$ cat config.mk
export PLATFORM = sky130hd
export DESIGN_NAME = spi_flash_arbiter_flat
export DESIGN_NICKNAME = d
export VERILOG_FILES = /design/src/rtl/spi_flash_arbiter_if.sv /design/src/rtl/spi_flash_arbiter.sv /design/src/flat_wrapper.sv
export SDC_FILE = /design/constraint.sdc
export NUM_CORES = 1
export LEC_CHECK = 0
export ABC_AREA = 1
export ABC_CLOCK_PERIOD_IN_PS = 1900
export CORE_MARGIN = 2
export CORE_UTILIZATION = 52
export CTS_CLUSTER_SIZE = 28
export DETAILED_ROUTE_END_ITERATION = 8
export PLACE_DENSITY = 0.83
export SLEW_MARGIN = 5
export SYNTH_ARGS = -nofsm -noshare
export SYNTH_HDL_FRONTEND = slang
export SYNTH_SLANG_ARGS = --single-unit
$ cat constraint.sdc
create_clock -name clk -period 1.9 [get_ports clk]
set_input_delay 0.475 -clock clk [delete_from_list [all_inputs] [get_ports clk]]
set_output_delay 0.475 -clock clk [all_outputs]
set_load 0.005 [all_outputs]
$ cat src/rtl/spi_flash_arbiter_if.sv
// Request/response bundle between the fetch and data
// requesters and the shared SPI flash arbiter.
interface spi_flash_arbiter_if;
  logic        i_req;
  logic [15:0] i_addr;
  logic [15:0] i_rdata;
  logic        i_done;
  logic        d_req;
  logic [15:0] d_addr;
  logic [7:0]  d_rdata;
  logic        d_done;

  modport master (
    output i_req, i_addr, d_req, d_addr,
    input  i_rdata, i_done, d_rdata, d_done
  );

  modport slave (
    input  i_req, i_addr, d_req, d_addr,
    output i_rdata, i_done, d_rdata, d_done
  );
endinterface

$ cat src/rtl/spi_flash_arbiter.sv
// Round-robin arbiter sharing one SPI flash (mode 0 read)
// between an instruction-fetch port and a data-read port.
module spi_flash_arbiter #(
  parameter int         CLK_DIV  = 1,
  parameter logic [7:0] READ_CMD = 8'h03
) (
  input  logic               clk,
  input  logic               rst_n,
  spi_flash_arbiter_if.slave bus,
  output logic               busy,
  output logic               grant_d,
  output logic               spi_cs_n,
  output logic               spi_sclk,
  output logic               spi_mosi,
  input  logic               spi_miso
);

  typedef enum logic [2:0] {
    IDLE = 3'd0,
    CMD  = 3'd1,
    ADDR = 3'd2,
    READ = 3'd3,
    DONE = 3'd4
  } state_t;

  localparam logic [7:0] DIV_LAST = 8'(CLK_DIV - 1);

  state_t      state;
  state_t      state_nx;
  logic [7:0]  div_cnt;
  logic        phase;
  logic [4:0]  bit_cnt;
  logic [23:0] addr_q;
  logic [15:0] rx_q;
  logic        bit_end;
  logic        last_bit;
  logic        any_req;
  logic        win_d;
  logic        shifting;

  assign bit_end  = phase && (div_cnt == DIV_LAST);
  assign any_req  = bus.i_req || bus.d_req;
  assign win_d    = bus.d_req && (!bus.i_req || !grant_d);
  assign shifting = (state == CMD) || (state == ADDR) ||
                    (state == READ);

  // Last bit of the current shifting phase
  always_comb begin
    last_bit = 1'b0;
    unique case (state)
      CMD:     last_bit = bit_cnt == 5'd7;
      ADDR:    last_bit = bit_cnt == 5'd23;
      READ:    last_bit = bit_cnt == (grant_d ? 5'd7 : 5'd15);
      default: last_bit = 1'b0;
    endcase
  end

  // State register
  always_ff @(posedge clk or negedge rst_n) begin
    if (!rst_n) state <= IDLE;
    else        state <= state_nx;
  end

  // Next-state logic
  always_comb begin
    state_nx = state;
    unique case (state)
      IDLE: if (any_req) state_nx = CMD;
      CMD:  if (bit_end && last_bit) state_nx = ADDR;
      ADDR: if (bit_end && last_bit) state_nx = READ;
      READ: if (bit_end && last_bit) state_nx = DONE;
      DONE: state_nx = IDLE;
      default: state_nx = IDLE;
    endcase
  end

  // SPI pin and status outputs decoded from state
  always_comb begin
    busy     = state != IDLE;
    spi_cs_n = !shifting;
    spi_sclk = shifting && phase;
    spi_mosi = 1'b0;
    unique case (state)
      CMD:     spi_mosi = READ_CMD[~bit_cnt[2:0]];
      ADDR:    spi_mosi = addr_q[5'd23 - bit_cnt];
      default: spi_mosi = 1'b0;
    endcase
  end

  // Grant, bit timing, receive shifter and result registers
  always_ff @(posedge clk or negedge rst_n) begin
    if (!rst_n) begin
      grant_d     <= 1'b1;
      div_cnt     <= '0;
      phase       <= 1'b0;
      bit_cnt     <= '0;
      addr_q      <= '0;
      rx_q        <= '0;
      bus.i_rdata <= '0;
      bus.d_rdata <= '0;
      bus.i_done  <= 1'b0;
      bus.d_done  <= 1'b0;
    end else begin
      bus.i_done <= 1'b0;
      bus.d_done <= 1'b0;
      if (state == IDLE) begin
        div_cnt <= '0;
        phase   <= 1'b0;
        bit_cnt <= '0;
        if (any_req) begin
          grant_d <= win_d;
          addr_q  <= win_d ? {8'b0, bus.d_addr}
                           : {7'b0, bus.i_addr, 1'b0};
        end
      end else if (shifting) begin
        if (div_cnt == DIV_LAST) begin
          div_cnt <= '0;
          phase   <= !phase;
        end else begin
          div_cnt <= div_cnt + 8'd1;
        end
        if (bit_end) begin
          bit_cnt <= last_bit ? 5'd0 : bit_cnt + 5'd1;
          if (state == READ) rx_q <= {rx_q[14:0], spi_miso};
          if (state == READ && last_bit) begin
            if (grant_d) begin
              bus.d_rdata <= {rx_q[6:0], spi_miso};
              bus.d_done  <= 1'b1;
            end else begin
              bus.i_rdata <= {rx_q[14:0], spi_miso};
              bus.i_done  <= 1'b1;
            end
          end
        end
      end
    end
  end

endmodule
$ cat src/flat_wrapper.sv
// flat-port wrapper written by rule: the top's interface ports become plain ports
module spi_flash_arbiter_flat 
#(
  parameter int         CLK_DIV  = 1,
  parameter logic [7:0] READ_CMD = 8'h03
)
  (clk, rst_n, busy, grant_d, spi_cs_n, spi_sclk, spi_mosi, spi_miso, bus_i_req, bus_i_addr, bus_d_req, bus_d_addr, bus_i_rdata, bus_i_done, bus_d_rdata, bus_d_done);
  spi_flash_arbiter_if bus_i ();
  input  logic clk;
  input  logic rst_n;
  output logic busy;
  output logic grant_d;
  output logic spi_cs_n;
  output logic spi_sclk;
  output logic spi_mosi;
  input  logic spi_miso;
  input wire logic [$bits(bus_i.i_req)-1:0] bus_i_req;
  input wire logic [$bits(bus_i.i_addr)-1:0] bus_i_addr;
  input wire logic [$bits(bus_i.d_req)-1:0] bus_d_req;
  input wire logic [$bits(bus_i.d_addr)-1:0] bus_d_addr;
  output wire logic [$bits(bus_i.i_rdata)-1:0] bus_i_rdata;
  output wire logic [$bits(bus_i.i_done)-1:0] bus_i_done;
  output wire logic [$bits(bus_i.d_rdata)-1:0] bus_d_rdata;
  output wire logic [$bits(bus_i.d_done)-1:0] bus_d_done;
  assign bus_i.i_req = bus_i_req;
  assign bus_i.i_addr = bus_i_addr;
  assign bus_i.d_req = bus_d_req;
  assign bus_i.d_addr = bus_d_addr;
  assign bus_i_rdata = bus_i.i_rdata;
  assign bus_i_done = bus_i.i_done;
  assign bus_d_rdata = bus_i.d_rdata;
  assign bus_d_done = bus_i.d_done;
  spi_flash_arbiter #(.CLK_DIV(CLK_DIV), .READ_CMD(READ_CMD)) u_core (.clk(clk), .rst_n(rst_n), .bus(bus_i), .busy(busy), .grant_d(grant_d), .spi_cs_n(spi_cs_n), .spi_sclk(spi_sclk), .spi_mosi(spi_mosi), .spi_miso(spi_miso));
endmodule
* After elaboration in Yosys (flattened, before gate mapping) *
Memory sizes are Yosys's and may differ from the RTL's.
Index checks and enable logic that the tools add are counted.

storage, ports and cells
  register bits after elaboration = 83
  latch bits = 0
  RAM bits = 0
  bits in read-only memories = 8
  output and inout port bits = 31
  word-level logic and storage cells = 88
  memories = 1

memories
  name             words  bits a word  read ports  clocked after memory_dff  write ports  line                     source
  (no name shown)  8      1            1           0                         0            spi_flash_arbiter.sv:84  CMD: spi_mosi = READ_CMD[~bit_cnt[2:0]];

cells by class
  add/subtract/negate cells = 3
  $mul = 0
  divide/modulo/power cells = 0
  $lt $le $gt $ge = 2
  equal/unequal tests = 10
  shift operators = 0
  muxes and demuxes = 32
  bitwise gates (word level) = 3
  reduce and logical (&&, ||, !) cells = 26

operators by type and width
  kind                                                 count
  2-to-1 mux 8 bit                                     3
  2-to-1 mux 5 bit                                     4
  2-to-1 mux 17 bit                                    1
  2-to-1 mux 1 bit                                     15
  2-to-1 mux 3 bit                                     4
  case mux 3 bit (4 select lines)                      1
  AND reduction 5 bit                                  2
  adder 8 x 1 -> 8 bit (second input constant)         1
  zero test 8 bit                                      1
  AND reduction 4 bit                                  2
  == test 3 x 2 -> 1 bit (second input constant)       2
  < comparator 5 x 6 -> 1 bit (second input constant)  1
  inequality test 2 bit (second input constant)        3
  AND reduction 2 bit                                  3
  nonzero test 2 bit                                   3
  adder 5 x 1 -> 5 bit (second input constant)         1
  binary-select mux 1 bit (select 5 bit)               1
  == test 5 x 3 -> 1 bit (second input constant)       1
  == test 5 bit                                        1
  == test 5 bit (second input constant)                1
  logical AND 1 bit                                    5
  subtractor 5 bit (first input constant)              1
  zero test 1 bit                                      4
  logical OR 1 bit                                     4
  10 further kinds                                     11

* Longest topological paths before layout *
Gate-level depths: netlist of the first run.

  depth in word-level cells = 8
  depth in mapped cells = 11
  gate-level depth less buffers = 11

* Worst setup path after synthesis of the first run *
No wires, ideal clock.

  kind = flip-flop to output port
  from = reg u_core.bit_cnt[1]
  to = out spi_mosi
  data arrival time = 1.250 ns
  data required time = 1.425 ns
  setup slack = 0.175 ns
  cell stages (with the launch flop) = 8
  cells stage by stage = dfrtp_1 -> clkbuf_1 -> inv_1 -> nor3_1 -> nand3_1 -> a21oi_1 -> nand2_1 -> nand2_1

between the ends
  word-level cells in the longest chain between the ends = 4
  elaborated cells on any way between the ends = 7
  those cells by class = add/sub: 1; mux: 4; bitwise: 1; memory: 1

ends and longest elaborated chain
  element                                                                              line                                              source
  from (decl)                                                                          spi_flash_arbiter.sv:32                           logic [4:0] bit_cnt;
  from (signal assigned)                                                               spi_flash_arbiter.sv:123                          bit_cnt <= last_bit ? 5'd0 : bit_cnt + 5'd1;
  subtractor 5 bit / inverter 3 bit (equally long branches)                            spi_flash_arbiter.sv:85, spi_flash_arbiter.sv:84
  binary-select mux 1 bit (select 5 bit) / memory (8 x 1 bit) (equally long branches)  n/a
  2-to-1 mux 1 bit (on tied branches)                                                  spi_flash_arbiter.sv:85, spi_flash_arbiter.sv:84
  case mux 1 bit (2 select lines) *                                                    spi_flash_arbiter.sv:83                           unique case (state)
  to (decl)                                                                            flat_wrapper.sv:15                                output logic spi_mosi;

Mark *: on every way between the ends. The rest lies on a longest branch, timed or not. The select of a mux whose other input is x is not followed.

* Final worst setup path of the first run *
  from = reg u_core.bit_cnt[0]
  to = out spi_mosi

The elaborated chain is that of the path after synthesis.

==> flow_metrics.py, run 1 <==
metrics = {
    "status": {
        "status": "complete, but fails checks",
        "violations": "negative setup slack",
    },
    "clocking": {
        "cts_tree": "built",
        "root_buffer": "clkbuf_8",
        "clock_latency_ns": 0.36,
        "clock_sinks": 76,
        "path_clk_slew_ns": 0.08,
        "cts_buffers": 9,
        "ctsHoldBuffers": 0,
        "cts_buffer_depth": 2,
        "h-tree-depth": 3,
    },
    "routing": {
        "drtPass1Iterations": 5,
        "wl_per_cell_um": 13.6,
        "drcViolationCount": 0,
        "vias": 3220,
        "routed_via_density": 5.14,
        "drt_iter0_markers": 106,
        "wirelength_um": 8500,
        "postRouteAntennaNets": 0,
    },
    "synthesis": {
        "synth_top_cell_area_share": 0.513,
        "synth_cells": 419,
        "synth_top_cell_by_area": "dfrtp_1",
        "synthDistinctLibCells": 30,
        "ys_ff_latch": 76,
        "synth_top_family_by_area": "simple AND/OR/NAND/NOR gates",
        "muxShareOfSynthArea": 0.0462,
        "synthAdderAreaFrac": 0.0137,
        "synth_simple_gate_area_frac": 0.193,
        "synthesis.nets": 460,
        "netlist_top_cells_area": "dfrtp_1 51%, nand2_1 7.0%, inv_1 6.3%",
        "syn_avg_cell_area_sq_um": 8.73,
        "yosys.area_share.xor_xnor": 0,
        "syn-cell-area_sq_mm": 0.00366,
        "synth_seq_area_share": 0.520,
        "synth_compound_area_frac": 0.137,
        "synth-warning-count": 0,
    },
    "pwr": {
        "p_total_w": 0.00648,
        "clkPwrFrac": 0.221,
        "ir_drop_mv": 0.817,
        "p_comb_frac": 0.409,
        "p_switching_w": 0.00233,
        "powerDensity_mw_per_mm2": 1300,
        "seq_power_share": 0.370,
        "leakage_nw": 2.52,
        "intPower_w": 0.00415,
        "swShare": 0.359,
    },
    "cells_and_area": {
        "antenna_cells": 0,
        "syn2layout_area_growth_pct": 36.4,
        "final_cell_count_no_fill": 626,
        "drive_gt1_frac": 0.202,
        "layout.nets": 566,
    },
    "die": {
        "die_w_um": 87.9,
        "design.die.area_sq_mm": 0.00772,
        "row_count": 30,
        "die_h_um": 87.9,
        "core-area_sq_mm": 0.00679,
        "start_util": 0.539,
        "ios": 68,
    },
    "placed_design": {
        "dpl.hpwl_um": 5830,
        "place_inst": 596,
        "gp_congestion": 0.883,
        "port-buffer-count": 67,
    },
    "global_routing": {
        "overflow": 0,
        "grt_max_degree": 77,
        "antenna_found_initial": 0,
        "grt_pass1_vias": 3118,
        "grtUsageTotal": 0.230,
        "grt_pass1_wl_um": 13800,
    },
    "timing": {
        "setup_ws_ns": -0.245,
        "period_minus_slack_ns": 2.15,
        "rsz0062_at_grt": "true",
        "setup_viol": 1,
        "worst_pin_slew_ns": 0.451,
        "maxSlewViolCount": 0,
        "fin_tns_setup_ns": -0.245,
        "fin_skew_ns": 0.00993,
        "fin_crit_sh": 1.13,
        "fmax_mhz": 466,
        "relSlewSlack": 0.699,
        "finalHoldViolCount": 0,
    },
    "setup_path": {
        "reg2reg_depth": 12,
        "crit_top_cell": "nand2_1",
        "cp_max_fo": 4,
        "path_class": "flip-flop to primary output",
        "crit_arrival_ns": 1.67,
        "cp.depth": 9,
        "crit_family": "flip-flops",
        "slowest_stage": "dfrtp_2",
        "required_ns": 1.42,
        "critPathBufInv": 2,
        "start_kind": "flip-flop",
        "crit_chain": "buf_4 > a21oi_1 > o21ai_1 > nand3_1 > nand3_2 > nand3b_1 > nand2_1 > nand2_1 > buf_2",
        "slowest_delay_ns": 0.44,
        "cp-end-kind": "primary output",
    },
    "min_path": {
        "hp-class": "input pin to asynchronous set/reset pin",
    },
    "run": {
        "max_cap_viol_count": 0,
    },
}
## layout by cell type, fill, tap and decap left out, drive strengths merged
| cell type | count |
|---|---|
| ha | 4 |
| clkdlybuf4s50 | 61 |
| nand4 | 1 |
| dfrtp | 75 |
| o211ai | 5 |
| o22ai | 7 |
| dlygate4sd2 | 1 |
| clkbuf | 13 |
| dfstp | 1 |
| o21ai | 64 |
| bufinv | 2 |
| mux2 | 13 |
| nand2 | 74 |
| dlymetal6s2s | 1 |
| inv | 64 |
| clkinv | 3 |
| buf | 44 |
| nor2 | 42 |
| a21oi | 18 |
| nand3b | 1 |
| nand3 | 31 |
| nor3 | 5 |
## final timing paths
kind	startpoint	slack (ns)	endpoint
worst max register to register	u_core.state[1]$_DFFE_PN0P_	0.14	u_core.bus.i_rdata[6]$_DFFE_PN0P_
worst min register to register	u_core.bus.d_rdata[6]$_DFFE_PN0P_	0.48	u_core.bus.d_rdata[6]$_DFFE_PN0P_
min in group clk	u_core.bus.d_rdata[6]$_DFFE_PN0P_	0.48	u_core.bus.d_rdata[6]$_DFFE_PN0P_
worst max-delay path	u_core.bit_cnt[0]$_DFFE_PN0P_	-0.25	spi_mosi
worst min-delay path	rst_n	0.14	u_core.bus.i_rdata[8]$_DFFE_PN0P_
max in group asynchronous	rst_n	1.40	u_core.grant_d$_DFFE_PN1P_
## cell families (layout without fill, tap and decap cells)
| kind of cell | after synthesis | count (layout) |
|---|---|---|
| simple gates | 154 | 154 |
| compound gates | 94 | 94 |
| buf+inv | 78 | 189 |
| flops | 76 | 76 |
| mux | 13 | 13 |
| fa+ha+maj | 4 | 4 |
## synth_stat cells
master,n
a21oi_1,18
buf_2,4
buf_6,4
clkbuf_1,6
clkinv_2,1
dfrtp_1,75
dfstp_2,1
ha_1,4
inv_1,61
inv_2,2
mux2_2,7
mux2_4,6
nand2_1,68
nand2_2,3
nand2_4,3
nand3_1,29
nand3_2,1
nand3_4,1
nand3b_1,1
nand4_1,1
nor2_1,39
nor2_2,1
nor2_4,2
nor3_1,4
nor3_4,1
o211ai_1,5
o21ai_0,45
o21ai_1,16
o21ai_2,3
o22ai_1,7
## sequential cells by signal (all words and copies together) (netlist names)
register	cells
u_core.rx_q	15
u_core.bus.d_done	1
u_core.div_cnt	8
u_core.state	3
u_core.bus.d_rdata	8
u_core.phase	1
u_core.grant_d	1
u_core.bus.i_done	1
u_core.bus.i_rdata	16
u_core.addr_q	17
u_core.bit_cnt	5
## area by class of cell
| cell class | count | area, sq um |
|---|---|---|
| Tap cell | 96 | 120 |
| Clock buffer | 11 | 151 |
| Sequential cell | 76 | 1900 |
| Fill cell | 473 | 1800 |
| Inverter | 64 | 245 |
| Multi-Input combinational cell | 265 | 1470 |
| Timing Repair Buffer | 109 | 1010 |
| Clock inverter | 5 | 82.6 |
## worst reg2reg max path, cell delays in order, from the launching register on
cell	delay, ns
dfrtp_1	0.35
buf_4	0.10
buf_4	0.10
nand2_1	0.08
nor2_4	0.19
nand2_2	0.10
nand2_1	0.08
nand3_2	0.08
nand2_4	0.10
nand3_4	0.12
buf_12	0.17
o21ai_1	0.14
inv_1	0.06
## power groups by stage
stage / combinational (W) / sequential (W) / clock (W)
2_1_floorplan: 0.00151 / 0.00233 / 0
3_3_place_gp: 0.00229 / 0.00239 / 0
3_5_place_dp: 0.00239 / 0.00241 / 0
4_1_cts: 0.00257 / 0.00239 / 0.00144
5_1_grt: 0.00293 / 0.00244 / 0.00152
6_report: 0.00265 / 0.00239 / 0.00143
## routing by layer
| metal | part of all wire | global-route usage | vias up |
|---|---|---|---|
| met3 | 0.048 | 0.0452 | 24 |
| met5 | 0 | 0 | - |
| met1 | 0.43 | 0.286 | 1509 |
| met4 | 0.026 | 0.119 | 0 |
| met2 | 0.50 | 0.381 | 116 |
| li1 | - | - | 1571 |
## timing repair
item	4_1_cts	5_1_grt
endpoints found under the setup margin	4	26
setup buffers	7	5
gates cloned	1	1
pin swaps	5	5
gates resized for setup	26	10
## per-stage QoR
step | utilization | cell area (sq um) | hold slack (ns) | setup slack, ns
finish | 0.735 | 4990 | 0.143 | -0.245
global route | 0.735 | 4990 | 0.178 | -0.333
CTS | 0.722 | 4910 | 0.166 | -0.187
detailed placement | 0.676 | 4590 | 0.459 | -0.242
global placement | 0.676 | 4590 | 0.448 | -0.212
floorplan | - | 3660 | 0.179 | 0.175
Power figures use the tool's default switching activity.
==> run 2, diff against run 1 <==
--- a/config.mk
+++ b/config.mk
@@ -5,7 +5,6 @@
 export SDC_FILE = /design/constraint.sdc
 export NUM_CORES = 1
 export LEC_CHECK = 0
-export ABC_AREA = 1
 export ABC_CLOCK_PERIOD_IN_PS = 1900
 export CORE_MARGIN = 2
 export CORE_UTILIZATION = 52
@@ -16,3 +15,4 @@
 export SYNTH_ARGS = -nofsm -noshare
 export SYNTH_HDL_FRONTEND = slang
 export SYNTH_SLANG_ARGS = --single-unit
+export TNS_END_PERCENT = 50
==> run 2 against run 1 <==
  * The flow still finishes with violations (negative setup slack)
  * Largest power group is now sequential cells
  * Synthesized area down 2.1%
  * Combinational power down 94%
  * Global-route usage up 2.8 points
  * Highest routed layer unchanged
  * Cell area up 6.2%
  * Routed wire length up 18%
  * Critical path type unchanged
  * Power down 54%
  * Sequential share of layout area down 2.2 points
  * Register-to-register slack worse by 0.57 ns
  * Non-clock buffer count up 29
==> flow_metrics.py, run 2 <==
metrics = {
    "die": {
        "design.die.area_sq_mm": 0.00757,
        "ios": 68,
        "die_h_um": 87.0,
        "row_count": 30,
        "start_util": 0.534,
        "die_w_um": 87.0,
        "core-area_sq_mm": 0.00672,
    },
    "timing": {
        "setup_viol": 56,
        "fmax_mhz": 424,
        "maxSlewViolCount": 0,
        "relSlewSlack": 0.667,
        "worst_pin_slew_ns": 0.500,
        "fin_crit_sh": 1.24,
        "setup_ws_ns": -0.460,
        "rsz0062_at_grt": "true",
        "period_minus_slack_ns": 2.36,
        "finalHoldViolCount": 0,
        "fin_skew_ns": 0.0195,
    },
    "setup_path": {
        "crit_arrival_ns": 1.89,
        "critPathBufInv": 2,
        "r2r_setup_slack_ns": -0.43,
        "cp.depth": 8,
        "slowest_stage": "dfrtp_1",
        "startpoint": "u_core.bit_cnt[3]$_DFFE_PN0P_",
        "path_class": "flip-flop to primary output",
        "start_kind": "flip-flop",
        "required_ns": 1.42,
        "cp_max_fo": 2,
        "crit_chain": "inv_1 > ha_4 > nand4b_1 > o32ai_2 > nand3b_1 > nand2_1 > a22o_1 > buf_2",
        "cp-endpoint": "spi_mosi",
        "reg2reg_to": "u_core.bus.i_rdata[7]$_DFFE_PN0P_",
        "slowest_delay_ns": 0.36,
        "crit_family": "compound AO/OA/AOI/OAI gates",
        "r2r-start": "u_core.state[1]$_DFFE_PN0P_",
        "cp-end-kind": "primary output",
        "reg2reg_depth": 10,
    },
    "routing": {
        "wl_per_cell_um": 19.6,
        "drt-met1-wl_um": 3880,
        "wirelength_um": 10000,
        "routed.top_layer": "met4",
        "drtPass1Iterations": 4,
        "drcViolationCount": 0,
        "wl_met2_um": 5330,
        "postRouteAntennaNets": 0,
        "vias": 2894,
        "met3RoutedLength_um": 483,
        "drt_iter0_markers": 123,
        "routed_via_density": 5.66,
    },
    "global_routing": {
        "antenna_found_initial": 0,
        "grt_max_degree": 37,
        "grt_pass1_wl_um": 14800,
        "overflow": 0,
        "grtUsageTotal": 0.258,
        "grt_pass1_vias": 2966,
    },
    "cells_and_area": {
        "mostFrequentLayoutCells": "74 x dfrtp_1, 61 x clkdlybuf4s50_1, 50 x buf_4",
        "antenna_cells": 0,
        "post-route-util": 0.789,
        "design_area_sq_mm": 0.00530,
        "layout.nets": 467,
        "final_common_cell": "dfrtp_1",
        "syn2layout_area_growth_pct": 47.9,
        "top_register": "u_core.addr_q",
        "drive_gt1_frac": 0.397,
        "largest_reg_flops": 17,
        "reg_top3": "u_core.addr_q x17, u_core.bus.i_rdata x16, u_core.rx_q x15",
    },
    "clocking": {
        "ctsHoldBuffers": 0,
        "clock_sinks": 76,
        "path_clk_slew_ns": 0.10,
        "cts_tree": "built",
        "clock_latency_ns": 0.37,
        "h-tree-depth": 3,
        "cts_buffer_depth": 2,
        "root_buffer": "clkbuf_8",
        "cts_buffers": 9,
    },
    "synthesis": {
        "synth-warning-count": 0,
        "netlist_top_cells_area": "dfrtp_1 52%, mux2_4 7.5%, mux2_2 6.6%",
        "ys_ff_latch": 76,
        "syn_avg_cell_area_sq_um": 12.2,
        "synth_edf_count": 0,
        "synth_cells": 293,
        "ys.flop_type": "dfrtp_1",
        "synthDistinctLibCells": 51,
        "synth_top_cell_by_area": "dfrtp_1",
        "synthesis.nets": 334,
        "synth_seq_area_share": 0.531,
        "ys_async_sr_fraction": 1.00,
        "synth_top_cell_area_share": 0.524,
        "yosysMostFrequentCell": "dfrtp_1",
        "syn-cell-area_sq_mm": 0.00358,
        "synth_common_cells": "75 x dfrtp_1, 29 x nand2_1, 27 x o21ai_0, 21 x mux2_2, 18 x mux2_4",
    },
    "status": {
        "status": "complete, but fails checks",
        "violations": "negative setup slack",
    },
    "placed_design": {
        "gp_congestion": 0.847,
        "post_dp_cell_area_sq_mm": 0.00471,
        "dpl.hpwl_um": 5630,
        "port-buffer-count": 67,
    },
    "run": {
        "max_cap_viol_count": 0,
    },
    "pwr": {
        "powerDensity_mw_per_mm2": 567,
        "leakage_nw": 2.49,
        "p_total_w": 0.00300,
        "ir_drop_mv": 0.447,
    },
    "min_path": {
        "hp-class": "input pin to asynchronous set/reset pin",
    },
}
run 2: changes by cell type after synthesis, moves of 17 or more:
cell,change
nor2_1,-27
inv_1,-53
nand2_1,-39
nand3_1,-19
mux2i_1,+17
o21ai_0,-18
run 2: logic make-up (layout without fill, tap and decap cells):
logic type / count (synthesis) / after routing / share of synthesized area
flip-flops: 76 / 76 / 0.531
AND/OR/NAND/NOR: 79 / 79 / 0.122
adder cells (fa/ha/maj): 4 / 4 / 0.0140
AO/OA/AOI/OAI: 44 / 44 / 0.0719
buffers and inverters: 24 / 162 / 0.0328
XOR/XNOR: 6 / 6 / 0.0147
multiplexers: 60 / 60 / 0.214
run 2: metrics by stage:
step / setup TNS [ns] / setup WS, ns / std cells / hold slack [ns]
floorplan: -10.16 / -0.427 / 293 / 0.179
global placement: -7.84 / -0.465 / 476 / 0.461
detailed placement: -11.16 / -0.515 / 476 / 0.469
CTS: -11.22 / -0.464 / 504 / 0.0685
global route: -19.17 / -0.573 / 511 / 0.0831
finish: -14.70 / -0.460 / 511 / 0.0563
run 2: how the worst min path moves through the flow:
stage / slack [ns] / depth (start not counted) / start / endpoint
detailed placement: 0.47 / 1 / rst_n / u_core.bus.i_done$_DFF_PN0_
floorplan: 0.18 / 0 / rst_n / u_core.addr_q[0]$_DFFE_PN0P_
finish: 0.06 / 1 / rst_n / u_core.bus.i_done$_DFF_PN0_
CTS: 0.07 / 1 / rst_n / u_core.rx_q[9]$_DFFE_PN0P_
global route: 0.08 / 1 / rst_n / u_core.bus.i_done$_DFF_PN0_
global placement: 0.46 / 1 / rst_n / u_core.bus.i_done$_DFF_PN0_
run 2: final cells by class:
type / instances / area [sq um]
fillers: 383 / 1420
well taps: 80 / 100
multi-input cells: 193 / 1740
flip-flops and latches: 76 / 1900
clock inverters: 7 / 65.1
inverters: 8 / 30.0
clock buffers: 9 / 124
repair buffers: 138 / 1340
run 2: where the power goes:
group | leakage, nW | switching [W] | internal [W]
clock network | 0.0943 | 0.000722 | 0.000506
registers | 1.04 | 0.00000186 | 0.00162
logic | 1.36 | 0.0000607 | 0.0000945
run 2: repair_timing:
action                     in CTS  in global routing
cloned                          1                  1
buffers inserted               11                  7
pin swaps                       9                  9
hold endpoints to repair        0                  0
setup endpoints to repair      56                 62
resized for setup              60                 27
run 2: per-layer routing:
layer,GRT usage,up-vias
met4,0.102,0
met1,0.315,1428
met3,0.0597,33
met5,0,-
li1,-,1313
met2,0.442,120
run 2: worst reg2reg max path: stages (launching register included):
cell       delay, ns
dfrtp_1         0.37
buf_4           0.14
nor3b_1         0.34
buf_4           0.18
nand4_1         0.09
o31a_1          0.13
buf_4           0.17
nor3_4          0.19
buf_12          0.14
clkbuf_16       0.16
mux2_4          0.31
==> run 3, diff against run 2 <==
--- a/config.mk
+++ b/config.mk
@@ -7,10 +7,12 @@
 export LEC_CHECK = 0
 export ABC_CLOCK_PERIOD_IN_PS = 1900
 export CORE_MARGIN = 2
-export CORE_UTILIZATION = 52
+export CORE_UTILIZATION = 55
 export CTS_CLUSTER_SIZE = 28
 export DETAILED_ROUTE_END_ITERATION = 8
-export PLACE_DENSITY = 0.83
+export DONT_BUFFER_PORTS = 1
+export PLACE_DENSITY = 0.73
+export SKIP_LAST_GASP = 1
 export SLEW_MARGIN = 5
 export SYNTH_ARGS = -nofsm -noshare
 export SYNTH_HDL_FRONTEND = slang
==> run 3 against run 2 <==
  * The flow finishes with violations (negative hold slack, negative setup slack)
  * Sequential power is essentially flat
  * Die area down 5.2%
  * Sequential cell count did not move
  * Register-to-register slack better by 0.08 ns
  * Clock power increased by 34%
  * Worst hold slack got worse by 0.25 ns
  * Fmax is 4.4% lower
  * Sequential share of layout area up 6.5 points
  * Final cell count decreased by 17%
  * Largest cell class unchanged
  * Largest power group is now clock
==> flow_metrics.py, run 3 (synthesized netlist as in run 2, its figures left out) <==
metrics = {
    "clocking": {
        "cts_tree": "built",
        "h-tree-depth": 3,
        "root_buffer": "clkbuf_8",
        "cts_buffer_depth": 2,
        "clock_latency_ns": 0.35,
        "cts_buffers": 9,
        "clock_sinks": 76,
        "path_clk_slew_ns": 0.08,
    },
    "pwr": {
        "seq_power_share": 0.490,
        "leakage_nw": 2.17,
        "p_total_w": 0.00331,
        "ir_drop_mv": 0.644,
        "intPower_w": 0.00268,
        "p_comb_frac": 0.011,
        "p_switching_w": 0.000628,
        "clkPwrFrac": 0.500,
        "swShare": 0.190,
        "powerDensity_mw_per_mm2": 738,
    },
    "setup_path": {
        "slowest_stage": "dfrtp_1",
        "startpoint": "u_core.bit_cnt[3]$_DFFE_PN0P_",
        "critPathBufInv": 1,
        "required_ns": 1.42,
        "cp-end-kind": "primary output",
        "crit_chain": "inv_1 > ha_1 > nand4b_1 > o32ai_1 > nand3b_1 > nand2_1 > a22o_1",
        "start_kind": "flip-flop",
        "crit_family": "compound AO/OA/AOI/OAI gates",
        "slowest_delay_ns": 0.35,
        "cp_max_fo": 3,
        "path_class": "flip-flop to primary output",
        "r2r-start": "u_core.div_cnt[0]$_DFFE_PN0P_",
        "crit_arrival_ns": 1.99,
    },
    "die": {
        "row_count": 29,
        "die_h_um": 84.7,
        "core-area_sq_mm": 0.00631,
        "design.die.area_sq_mm": 0.00718,
        "start_util": 0.568,
        "ios": 68,
        "die_w_um": 84.7,
    },
    "cells_and_area": {
        "drive_gt1_frac": 0.411,
        "top_register": "u_core.addr_q",
        "final_cell_count_no_fill": 425,
        "reg_top3": "u_core.addr_q x17, u_core.bus.i_rdata x16, u_core.rx_q x15",
        "mostFrequentLayoutCells": "75 x dfrtp_1, 41 x buf_4, 25 x nand2_1",
        "final_common_cell": "dfrtp_1",
        "layout.nets": 384,
        "largest_reg_flops": 17,
        "fillers": 441,
        "design_area_sq_mm": 0.00449,
        "antenna_cells": 0,
        "syn2layout_area_growth_pct": 25.1,
    },
    "timing": {
        "worst_pin_slew_ns": 0.561,
        "whs_ns": -0.193,
        "relSlewSlack": 0.626,
        "setup_ws_ns": -0.568,
        "setup_viol": 52,
        "finalHoldViolCount": 76,
        "fin_skew_ns": 0.00884,
        "period_minus_slack_ns": 2.47,
        "fin_crit_sh": 1.30,
        "maxSlewViolCount": 0,
        "fmax_mhz": 405,
        "rsz0062_at_grt": "true",
    },
    "placed_design": {
        "port-buffer-count": 0,
        "place_ws_ns": -0.349,
        "place_inst": 396,
        "dpl.hpwl_um": 4720,
        "gp_congestion": 0.859,
        "post_dp_cell_area_sq_mm": 0.00394,
    },
    "global_routing": {
        "grt_max_degree": 77,
        "grt_pass1_vias": 2573,
        "overflow": 0,
        "grt_pass1_wl_um": 12200,
        "grtUsageTotal": 0.216,
        "antenna_found_initial": 0,
    },
    "status": {
        "violations": "negative hold slack, negative setup slack",
        "status": "complete, but fails checks",
    },
    "routing": {
        "drt_iter0_markers": 96,
        "wirelength_um": 7630,
        "vias": 2507,
        "postRouteAntennaNets": 0,
        "drtPass1Iterations": 4,
        "wl_per_cell_um": 17.9,
        "drcViolationCount": 0,
        "routed_via_density": 5.90,
    },
    "min_path": {
        "hp-class": "input pin to asynchronous set/reset pin",
    },
    "run": {
        "max_cap_viol_count": 0,
    },
}
## run 3: cell count changes in the layout (fill, tap and decap cells not counted), moves of 3 or more
cell	previous run	this run
clkdlybuf4s50_1	61	0
buf_4	50	41
buf_12	6	1
bufinv_16	0	4
o21ai_1	7	3
buf_2	3	0
nor2_2	3	0
nor2_4	0	3
nor3_1	2	5
o21ai_0	18	21
## run 3: worst reg2reg max path: stages, from the launching register on
cell and delay (ns):
dfrtp_1 0.40, inv_2 0.07, ha_2 0.15, or4b_4 0.50, nor2_8 0.14, nand2_2 0.07, or3_4 0.36, buf_6 0.15
mux2_4 0.29
## run 3: through the flow
step	util	TNS, ns
after floorplan	-	-10.16
after global placement	0.624	-6.31
after detailed placement	0.624	-9.02
after CTS	0.687	-9.59
after global routing	0.710	-13.77
final	0.710	-9.86
## run 3: cell type report
type	instances	area, sq um	area share
tap	77	96.3	0.0215
clock inverter	6	134	0.0298
multi-input combinational	193	1710	0.381
clock buffer	10	138	0.0307
sequential	76	1900	0.424
inverter	8	30.0	0.00669
timing repair buffer	55	474	0.106
## run 3: path summary, 6_finish.rpt
check / endpoint / slack, ns / depth (start not counted)
min in group clk: u_core.grant_d$_DFFE_PN1P_ / 0.19 / 1
max in group asynchronous: u_core.grant_d$_DFFE_PN1P_ / 1.91 / 0
worst max-delay path: spi_mosi / -0.57 / 7
worst min-delay path: u_core.bus.d_done$_DFF_PN0_ / -0.19 / 0
worst min register to register: u_core.addr_q[9]$_DFFE_PN0P_ / 0.48 / 2
worst max register to register: u_core.bus.d_rdata[4]$_DFFE_PN0P_ / -0.35 / 8
## run 3: routing by layer
layer / routed length [um] / GRT usage / share of wire
met1: 3170 / 0.269 / 0.42
met2: 3820 / 0.356 / 0.50
met3: 391 / 0.0590 / 0.051
met4: 252 / 0.0909 / 0.033
met5: 0 / 0 / 0
## run 3: power by group through the flow
stage / Combinational [W] / Clock [W] / Sequential, W
final: 0.0000349 / 0.00165 / 0.00162
after floorplan: 0.0000302 / 0 / 0.00165
after CTS: 0.0000350 / 0.00167 / 0.00162
after global placement: 0.0000339 / 0 / 0.00165
after global routing: 0.0000392 / 0.00174 / 0.00162
after detailed placement: 0.0000348 / 0 / 0.00165
## run 3: timing repair
action,in CTS,in global routing
pin swaps,2,13
setup endpoints to repair,52,62
gates cloned,2,0
hold endpoints to repair,76,76
resized for setup,13,44
buffers inserted,8,6
